$ cat src/rtl/alu_share_arbiter.sv
// Round-robin arbiter that shares one external ALU between two requesters.
// It registers the operands and the result, and returns the result on the granted response channel.
//
// state | meaning
// IDLE  | waiting for an operation; ready goes to the round-robin winner
// EXEC  | operands stable on the ALU pins; result and zero flag captured
// RESP  | result presented to the granted requester until it is taken
module alu_share_arbiter #(
    parameter int WIDTH      = 32,
    parameter int FIRST_PRIO = 0
) (
    input  logic             clk,
    input  logic             rst_n,
    input  logic             req0_valid,
    output logic             req0_ready,
    input  logic [WIDTH-1:0] req0_a,
    input  logic [WIDTH-1:0] req0_b,
    input  logic [1:0]       req0_op,
    output logic             rsp0_valid,
    input  logic             rsp0_ready,
    output logic [WIDTH-1:0] rsp0_result,
    output logic             rsp0_zero,
    input  logic             req1_valid,
    output logic             req1_ready,
    input  logic [WIDTH-1:0] req1_a,
    input  logic [WIDTH-1:0] req1_b,
    input  logic [1:0]       req1_op,
    output logic             rsp1_valid,
    input  logic             rsp1_ready,
    output logic [WIDTH-1:0] rsp1_result,
    output logic             rsp1_zero,
    output logic [WIDTH-1:0] alu_a,
    output logic [WIDTH-1:0] alu_b,
    output logic [1:0]       alu_select,
    input  logic [WIDTH-1:0] alu_result,
    output logic             busy
);

    typedef enum logic [1:0] {
        IDLE = 2'd0,
        EXEC = 2'd1,
        RESP = 2'd2
    } state_t;

    state_t           state_q, state_d;
    logic             ptr_q, ptr_d;
    logic             grant_q, grant_d;
    logic [WIDTH-1:0] a_q, a_d;
    logic [WIDTH-1:0] b_q, b_d;
    logic [1:0]       sel_q, sel_d;
    logic [WIDTH-1:0] res_q, res_d;
    logic             zero_q, zero_d;
    logic             win;

    always_ff @(posedge clk) begin
        if (!rst_n) begin
            state_q <= IDLE;
            ptr_q   <= (FIRST_PRIO != 0);
            grant_q <= 1'b0;
            a_q     <= '0;
            b_q     <= '0;
            sel_q   <= 2'b00;
            res_q   <= '0;
            zero_q  <= 1'b0;
        end else begin
            state_q <= state_d;
            ptr_q   <= ptr_d;
            grant_q <= grant_d;
            a_q     <= a_d;
            b_q     <= b_d;
            sel_q   <= sel_d;
            res_q   <= res_d;
            zero_q  <= zero_d;
        end
    end

    // Pointer only breaks ties; a lone requester always wins.
    assign win = (req0_valid && req1_valid) ? ptr_q : req1_valid;

    always_comb begin
        state_d     = state_q;
        ptr_d       = ptr_q;
        grant_d     = grant_q;
        a_d         = a_q;
        b_d         = b_q;
        sel_d       = sel_q;
        res_d       = res_q;
        zero_d      = zero_q;
        req0_ready  = 1'b0;
        req1_ready  = 1'b0;
        rsp0_valid  = 1'b0;
        rsp1_valid  = 1'b0;
        rsp0_result = '0;
        rsp1_result = '0;
        rsp0_zero   = 1'b0;
        rsp1_zero   = 1'b0;

        // Handshake outputs are masked while reset is asserted so nothing is
        // accepted or delivered on the reset edge.
        case (state_q)
            IDLE: begin
                if (rst_n && (req0_valid || req1_valid)) begin
                    req0_ready = !win;
                    req1_ready = win;
                    grant_d    = win;
                    a_d        = win ? req1_a  : req0_a;
                    b_d        = win ? req1_b  : req0_b;
                    sel_d      = win ? req1_op : req0_op;
                    state_d    = EXEC;
                end
            end
            EXEC: begin
                res_d   = alu_result;
                zero_d  = (alu_result == '0);
                state_d = RESP;
            end
            RESP: begin
                if (rst_n) begin
                    if (grant_q) begin
                        rsp1_valid  = 1'b1;
                        rsp1_result = res_q;
                        rsp1_zero   = zero_q;
                        if (rsp1_ready) begin
                            ptr_d   = 1'b0;
                            state_d = IDLE;
                        end
                    end else begin
                        rsp0_valid  = 1'b1;
                        rsp0_result = res_q;
                        rsp0_zero   = zero_q;
                        if (rsp0_ready) begin
                            ptr_d   = 1'b1;
                            state_d = IDLE;
                        end
                    end
                end
            end
            default: state_d = IDLE;
        endcase
    end

    assign alu_a      = a_q;
    assign alu_b      = b_q;
    assign alu_select = sel_q;
    assign busy       = (state_q != IDLE);

endmodule
$ cat config.mk
export PLATFORM = sky130hd
export DESIGN_NAME = alu_share_arbiter
export DESIGN_NICKNAME = d
export VERILOG_FILES = /design/src/rtl/alu_share_arbiter.sv
export SDC_FILE = /design/constraint.sdc
export NUM_CORES = 1
export LEC_CHECK = 0
export CORE_ASPECT_RATIO = 0.7
export CORE_UTILIZATION = 35
export DETAILED_ROUTE_END_ITERATION = 8
export PLACE_DENSITY = 0.83
export SETUP_SLACK_MARGIN = 0.15
export SLEW_MARGIN = 30
export SYNTH_ARGS = -nofsm -noshare
export SYNTH_HDL_FRONTEND = slang
export SYNTH_SLANG_ARGS = --single-unit
$ cat constraint.sdc
create_clock -name clk -period 1.6 [get_ports clk]
set_clock_uncertainty 0.05 [all_clocks]
set_input_delay 0.24 -clock clk [delete_from_list [all_inputs] [get_ports clk]]
set_output_delay 0.24 -clock clk [all_outputs]
set_load 0.03 [all_outputs]
# Word-level counts from Yosys, hierarchy flattened
# Cells that the tools add are included.
[totals] output_inout_bits=137 reg_bits=103 elab_cells=59
[classes] n_eq_ne=6 muxes=34 n_reduce_logical=11
[op_table] op="two-way mux 32 bit" n=8
[op_table] op="logical NOT 32 bit" n=1
[op_table] op="two-way mux 1 bit" n=20
[op_table] op="two-way mux 2 bit" n=5
[op_table] op="inequality test 3 bit (second input constant)" n=2
[op_table] op="one-hot mux 2 bit (3 select lines)" n=1
[op_table] op="AND reduction 3 bit" n=2
[op_table] op="inequality test 2 bit (second input constant)" n=2
[op_table] op="nonzero test 2 bit" n=2
[op_table] op="equality test 2 x 1 -> 1 bit (second input constant)" n=1
[op_table] op="equality test 2 bit (second input constant)" n=1
[op_table] op="logical AND 1 bit" n=2
[op_table] op="logical NOT 2 bit" n=1
[op_table] op="AND reduction 2 bit" n=1
[op_table] op="logical NOT 1 bit" n=1
[op_table] op="logical OR 1 bit" n=1

# Longest topological paths before layout
# Gate-level depths: netlist of run 1.
[logic_depth] ltp_word=5 depth_mapped=7 depth_no_buf=3

# Least setup slack after synthesis of run 1
# No wires, ideal clock.
[synth_path] path_type="register to register" start="reg state_q[1]" end="reg grant_q" setup_slack_ps=-517 path_buffers=0 path_stages_with_launch=4 t_arrival_ps=2006 synth_period_minus_slack_ps=2117 required_ps=1488 setup_time_ps=62 cell_sequence="dfxtp_1 > or2_2 > nor4_1 > o21a_1"
[synth_via] elab_chain_cells=2
[synth_rtl] element="from (decl)" line_no="45" source="state_t state_q, state_d;"
[synth_rtl] element="from (signal assigned)" line_no="66" source="state_q <= state_d;"
[synth_rtl] element="logical NOT 2 bit" line_no="100" source="case (state_q)"
[synth_rtl] element="AND reduction 2 bit (no source line)"
[synth_rtl] element="to (signal assigned)" line_no="68" source="grant_q <= grant_d;"
[synth_rtl] element="to (decl)" line_no="47" source="logic grant_q, grant_d;"
# Every way passes these cells.
# A chain may end at the register's enable or synchronous reset.

# Final worst setup path of run 1
[layout_path] start="reg state_q[1]" end="out rsp1_result[2]"
[layout_via] elab_chain_cells=2
[layout_rtl] element="equality test 2 bit" line_no="100"
[layout_rtl] element="two-way mux 32 bit" line_no="100"
[layout_rtl] element="to (decl)" line_no="30" source="output logic [WIDTH-1:0] rsp1_result,"
# Every way passes these cells.

==> results of run 1 <==
-- power by group --
group / internal, mW / total (mW) / leakage [nW] / switching [mW]
Clock: 1.28 / 2.35 / 0.148 / 1.06
Sequential: 2.79 / 2.94 / 0.848 / 0.151
Combinational: 1.43 / 2.83 / 3.08 / 1.40
Total: 5.51 / 8.12 / 4.08 / 2.62
-- timing repair --
action,in CTS,in global routing
cloned,16,6
gates resized for setup,198,44
setup endpoints to repair,224,146
setup buffers,22,6
pin swaps,16,13
-- final cells by class --
class	count	area, um2	share of cell area
Multi-Input combinational cell	461	3279	0.3148
Clock inverter	6	73.82	0.007086
Clock buffer	10	239.0	0.02294
Inverter	3	12.51	0.001201
Antenna cell	1	2.502	0.0002402
Sequential cell	103	2071	0.1988
Timing Repair Buffer	397	4496	0.4315
Tap cell	195	244.0	0.02342
-- how the worst max path moves through the flow --
stage,start,endpoint,slack (ps),cells past startpoint
CTS,state_q[1],rsp1_result[19],-360,5
detailed placement,rst_n,alu_b[13],-380,5
global route,state_q[1],rsp0_result[17],-460,6
global placement,req0_valid,req0_ready,-380,5
finish,state_q[1],rsp1_result[2],-390,6
floorplan,state_q[1],rsp0_result[10],110,4
-- routing by layer --
layer	vias to the layer above	track usage
met5	-	0
met4	0	0.06778
met3	50	0.06812
met2	322	0.4591
met1	3120	0.3445
li1	3023	-
-- layout by cell type, fill, tap and decap left out, drive strengths merged --
cell / n
nor2b: 3
bufbuf: 1
a21boi: 1
mux2i: 1
nand2: 64
diode: 1
nor4: 7
o21ai: 66
a311oi: 66
nand3b: 67
clkinvlp: 2
clkbuf: 15
and2: 67
nand2b: 1
dlygate4sd2: 62
nor3b: 2
nand4: 1
clkdlybuf4s15: 5
clkdlybuf4s50: 166
nor3: 1
o21a: 3
bufinv: 1
and3: 1
dfxtp: 103
nor2: 2
or2: 2
nand3: 3
buf: 158
nor4b: 1
inv: 5
a21oi: 101
o31ai: 1
clkinv: 1
-- critical path: cells and delay by family, from the launching register on --
family	cells	cell delay [ps]
buf+inv	3	410
simple gates	3	550
flops	1	380
-- cell families (layout without fill, tap and decap cells) --
kind of cell / Yosys count / in the layout
AOI/OAI and AO/OA: 238 / 238
buffers and inverters: 81 / 416
other: 0 / 1
and+or+nand+nor: 222 / 222
DFF: 103 / 103
muxes: 1 / 1
-- registers in the layout, indices dropped and copies added, names as in the netlist --
name	count
alu_b	32
alu_select	2
zero_q	1
state_q	2
grant_q	1
alu_a	32
ptr_q	1
res_q	32
==> flow_metrics.env, run 1 <==
export IMPL_outcome="finished, violations left"
export IMPL_violations="setup timing"
export IMPL_syn_inst=645
export IMPL_port_buffers=306
export IMPL_cts_root_buf="clkbuf_16"
export IMPL_die_area_um2=15690
export IMPL_synth_area_per_cell_um2=8.239
export IMPL_slew_headroom=0.5361
export IMPL_die_h_um=105.1
export IMPL_min_path_type="in2reg"
export IMPL_routed_wl_met2_mm=11.38
export IMPL_gp_congestion=0.8843
export IMPL_postCtsHoldBufs=0
export IMPL_synth_top_cell_area_share=0.3880
export IMPL_final_max_slew_viol_count=0
export IMPL_ys_seq_area_frac=0.3880
export IMPL_muxShareOfSynthArea=0.001884
export IMPL_viasPerCell=5.540
export IMPL_ys_ff_latch=103
export IMPL_clk_pin_slew_ps=80
export IMPL_synth_most_common_cell="dfxtp_1"
export IMPL_wl_met1_mm=9.784
export IMPL_final_cells=1176
export IMPL_r2r_end="alu_b[26]"
export IMPL_synthAdderAreaFrac=0
export IMPL_final_area_um2=10420
export IMPL_r2r_slack_ps=-150
export IMPL_hold_path_depth=3
export IMPL_highest_layer="met4"
export IMPL_rsz0062_at_grt="yes"
export IMPL_cts_buffers=9
export IMPL_grtUsageTotal=0.2724
export IMPL_post_route_period_util=1.242
export IMPL_synth_compound_area_frac=0.2967
export IMPL_synth_simple_gate_area_frac=0.2479
export IMPL_cap_violations=0
export IMPL_critPathArrivalTime_ps=1700
export IMPL_first_pass_iters=6
export IMPL_wl_per_cell_um=20.02
export IMPL_cts_sinks=103
export IMPL_crit_chain="nor2b_4 > and3_4 > buf_12 > clkbuf_16 > and2_4 > buf_6"
export IMPL_yosys_top_cells_area="dfxtp_1, a21oi_1, nand3b_1"
export IMPL_synth_xor_area_frac=0
export IMPL_wl_met3_mm=1.851
export IMPL_required_ps=1310
export IMPL_setup_viol=137
export IMPL_fin_crit_ps=1987
export IMPL_final_layout_size_suffix_gt1_frac=0.3092
export IMPL_crit_path_start_kind="flop"
export IMPL_vias=6515
export IMPL_worstHoldEndpoint="res_q[14]"
export IMPL_place_hpwl_mm=13.66
export IMPL_grt_pass1_vias=6229
export IMPL_place_ws_ps=-381.3
export IMPL_drt_total_wl_mm=23.55
export IMPL_num_rows=37
export IMPL_synth_edff_count=0
export IMPL_fin_hold_ws_ps=417.7
export IMPL_hp_start="alu_result[14]"
export IMPL_ys_async_sr_fraction=0
export IMPL_fillers=1144
export IMPL_worst_pin_slew_ps=695.9
export IMPL_synthTopCellsByCount="dfxtp_1, a21oi_1, and2_1, nand3b_1, o21ai_0"
export IMPL_grt_ovfl_total=0
export IMPL_grt_max_degree=71
export IMPL_antenna_left=0
export IMPL_yosys_area_top_type="dfxtp_1"
export IMPL_grt_pass1_wl_mm=33.60
export IMPL_synth_nets=815
export IMPL_setup_tns_ps=-30660
export IMPL_finalPower_mw=8.123
export IMPL_die_x_um=149.3
export IMPL_powerDensity_nw_per_um2=779.7
export IMPL_placed_cell_area_um2=8752
export IMPL_clk_latency_ps=350
export IMPL_fmax_mhz=503.4
export IMPL_irDropWorstVdd_v=0.0004430
export IMPL_hold_viol_final=0
export IMPL_clk_path_buf_depth=2
export IMPL_crit_slowest_cell="dfxtp_4"
export IMPL_setup_ws_ps=-386.6
export IMPL_synth_top_family_by_area="compound AO/OA/AOI/OAI gates"
export IMPL_syn_to_final_growth_pct=96.04
export IMPL_synth_ff_type="dfxtp_1"
export IMPL_netlist_cell_type_count=31
export IMPL_worstRegToRegCells=9
export IMPL_antenna_found_initial=1
export IMPL_nets=1145
export IMPL_netlist_area_um2=5314
export IMPL_ios=307
export IMPL_initial_core_util=0.3598
export IMPL_leakagePower_nw=4.075
export IMPL_cp_slowest_stage_delay_ps=380
export IMPL_critPathCaptureType="output port"
export IMPL_dp_cells=1109
export IMPL_r2r_start="state_q[0]"
export IMPL_drc_errors=0
export IMPL_htree_num_levels=3
export IMPL_cts_tree="built"
export IMPL_cp_max_fo=8
export IMPL_final_util=0.7054
export IMPL_drt_iter0_drc=414
export IMPL_ys_warnings_count=0
export IMPL_critPathKind="reg2out"
export IMPL_core_area_um2=14770
(Power assumes the default switching activity.)
==> run 2, diff against run 1 <==
Settings changed: PLACE_DENSITY 0.83 to 0.79.
==> run 2 against run 1 <==
The run still ends with setup timing left. Non-clock buffer count rose by 16. Clock power fell by 11%. Largest cell class unchanged. Final area rose by 4.7%. Die area did not move. Flip-flop and latch count did not move. Critical path depth did not move. Worst hold slack got worse by 65 ps.
==> flow_metrics.env, run 2 (synthesis results as in run 1) <==
export IMPL_port_buffers=306
export IMPL_setup_viol=158
export IMPL_first_pass_iters=4
export IMPL_fin_hold_ws_ps=353.1
export IMPL_ios=307
export IMPL_drt_total_wl_mm=25.23
export IMPL_cts_sinks=103
export IMPL_hold_viol_final=0
export IMPL_post_route_period_util=1.296
export IMPL_violations="setup timing"
export IMPL_cts_tree="built"
export IMPL_final_layout_size_suffix_gt1_frac=0.3845
export IMPL_outcome="finished, violations left"
export IMPL_clk_latency_ps=340
export IMPL_final_cells=1192
export IMPL_place_ws_ps=-536.4
export IMPL_layout_common_cells="clkdlybuf4s50_1, dfxtp_1, buf_6, and2_4, nand3b_1"
export IMPL_nets=1161
export IMPL_die_h_um=105.1
export IMPL_min_path_type="in2reg"
export IMPL_place_hpwl_mm=13.77
export IMPL_critPathKind="reg2out"
export IMPL_fin_crit_ps=2074
export IMPL_drc_errors=0
export IMPL_leakagePower_nw=4.300
export IMPL_rsz0062_at_grt="yes"
export IMPL_worst_pin_slew_ps=740.0
export IMPL_drt_iter0_drc=315
export IMPL_setup_ws_ps=-474.0
export IMPL_powerDensity_nw_per_um2=751.4
export IMPL_critPathCaptureType="output port"
export IMPL_vias=6663
export IMPL_syn_to_final_growth_pct=105.3
export IMPL_postCtsHoldBufs=0
export IMPL_antenna_found_initial=2
export IMPL_cts_buffers=9
export IMPL_cp_max_fo=9
export IMPL_required_ps=1310
export IMPL_grtUsageTotal=0.2787
export IMPL_irDropWorstVdd_v=0.0006348
export IMPL_wl_per_cell_um=21.17
export IMPL_num_rows=37
export IMPL_viasPerCell=5.590
export IMPL_initial_core_util=0.3598
export IMPL_fillers=1035
export IMPL_cap_violations=0
export IMPL_cts_root_buf="clkbuf_16"
export IMPL_final_max_slew_viol_count=0
export IMPL_clk_pin_slew_ps=80
export IMPL_fmax_mhz=482.2
export IMPL_grt_pass1_vias=6035
export IMPL_htree_num_levels=3
export IMPL_antenna_left=0
export IMPL_gp_congestion=0.8628
export IMPL_grt_pass1_wl_mm=33.83
export IMPL_dp_cells=1108
export IMPL_die_x_um=149.3
export IMPL_crit_path_start_kind="flop"
export IMPL_critPathArrivalTime_ps=1780
export IMPL_layout_commonest_cell="clkdlybuf4s50_1"
export IMPL_grt_max_degree=100
export IMPL_clk_path_buf_depth=2
export IMPL_grt_ovfl_total=0
export IMPL_die_area_um2=15690
export IMPL_slew_headroom=0.5067
export IMPL_core_area_um2=14770
==> run 2: cell types whose count changed in the layout (fill, tap and decap cells not counted), sizes merged <==
cell	previous run	this run
clkinv	1	4
bufinv	1	0
clkbuf	15	20
clkdlybuf4s15	5	15
dlygate4sd2	62	51
clkinvlp	2	1
inv	5	4
buf	158	170
==> run 2: power breakdown <==
group | leakage (nW) | internal (mW) | switching (mW) | total, mW
clock network | 0.133 | 1.07 | 1.03 | 2.10
registers | 0.849 | 2.79 | 0.173 | 2.97
logic | 3.32 | 1.62 | 1.52 | 3.13
==> run 2: cell type report <==
class	count	area [um2]	share of cell area
Clock inverter	6	43.79	0.004014
Tap cell	195	244.0	0.02236
Multi-Input combinational cell	461	3535	0.3240
Timing Repair Buffer	413	4772	0.4374
Clock buffer	10	229.0	0.02099
Inverter	3	12.51	0.001147
Antenna cell	1	2.502	0.0002294
Sequential cell	103	2071	0.1898
==> run 2: per-stage QoR <==
step | setup TNS [ps] | util | instance area, um2 | total power, mW
5_1_grt | -47390 | 0.7387 | 10910 | 8.545
6_report | -38930 | 0.7387 | 10910 | 8.197
2_1_floorplan | 0 | - | 5578 | 4.217
3_3_place_gp | -52000 | 0.5928 | 8755 | 5.318
3_5_place_dp | -58190 | 0.5928 | 8755 | 5.345
4_1_cts | -22340 | 0.6722 | 9927 | 7.811
==> run 2: path summary, 6_finish.rpt <==
check / slack (ps) / start / depth (start not counted) / to
worst min register to register: 430 / res_q[16] / 2 / res_q[16]
worst max register to register: -230 / state_q[1] / 10 / alu_b[8]
worst min-delay path: 350 / req1_valid / 4 / alu_b[16]
worst max-delay path: -470 / state_q[1] / 6 / rsp0_result[31]
==> run 2: routing by layer <==
layer / vias to the layer above / wire, um / global-route usage
li1: 3045 / - / -
met1: 3239 / 10500 / 0.3640
met2: 314 / 12180 / 0.4561
met3: 63 / 1843 / 0.07424
met4: 2 / 702 / 0.06050
met5: - / 10 / 0
==> run 2: repair_timing <==
action | CTS | global route
pin swaps | 68 | 43
setup buffers | 22 | 21
cloned | 15 | 9
hold endpoints to repair | 0 | 0
endpoints found under the setup margin | 205 | 186
gates resized for setup | 170 | 174
==> run 2: critical path, cell delays in order, from the launching register on <==
cell,delay (ps)
dfxtp_4,360
nor2b_4,180
nor3b_4,290
buf_6,180
buf_16,140
and2_4,160
buf_6,130
==> run 3, diff against run 2 <==
Settings changed: GPL_ROUTABILITY_DRIVEN set to 0.
==> results of run 3 <==
No change in the layout: final DEF, timing and power equal those of run 2.
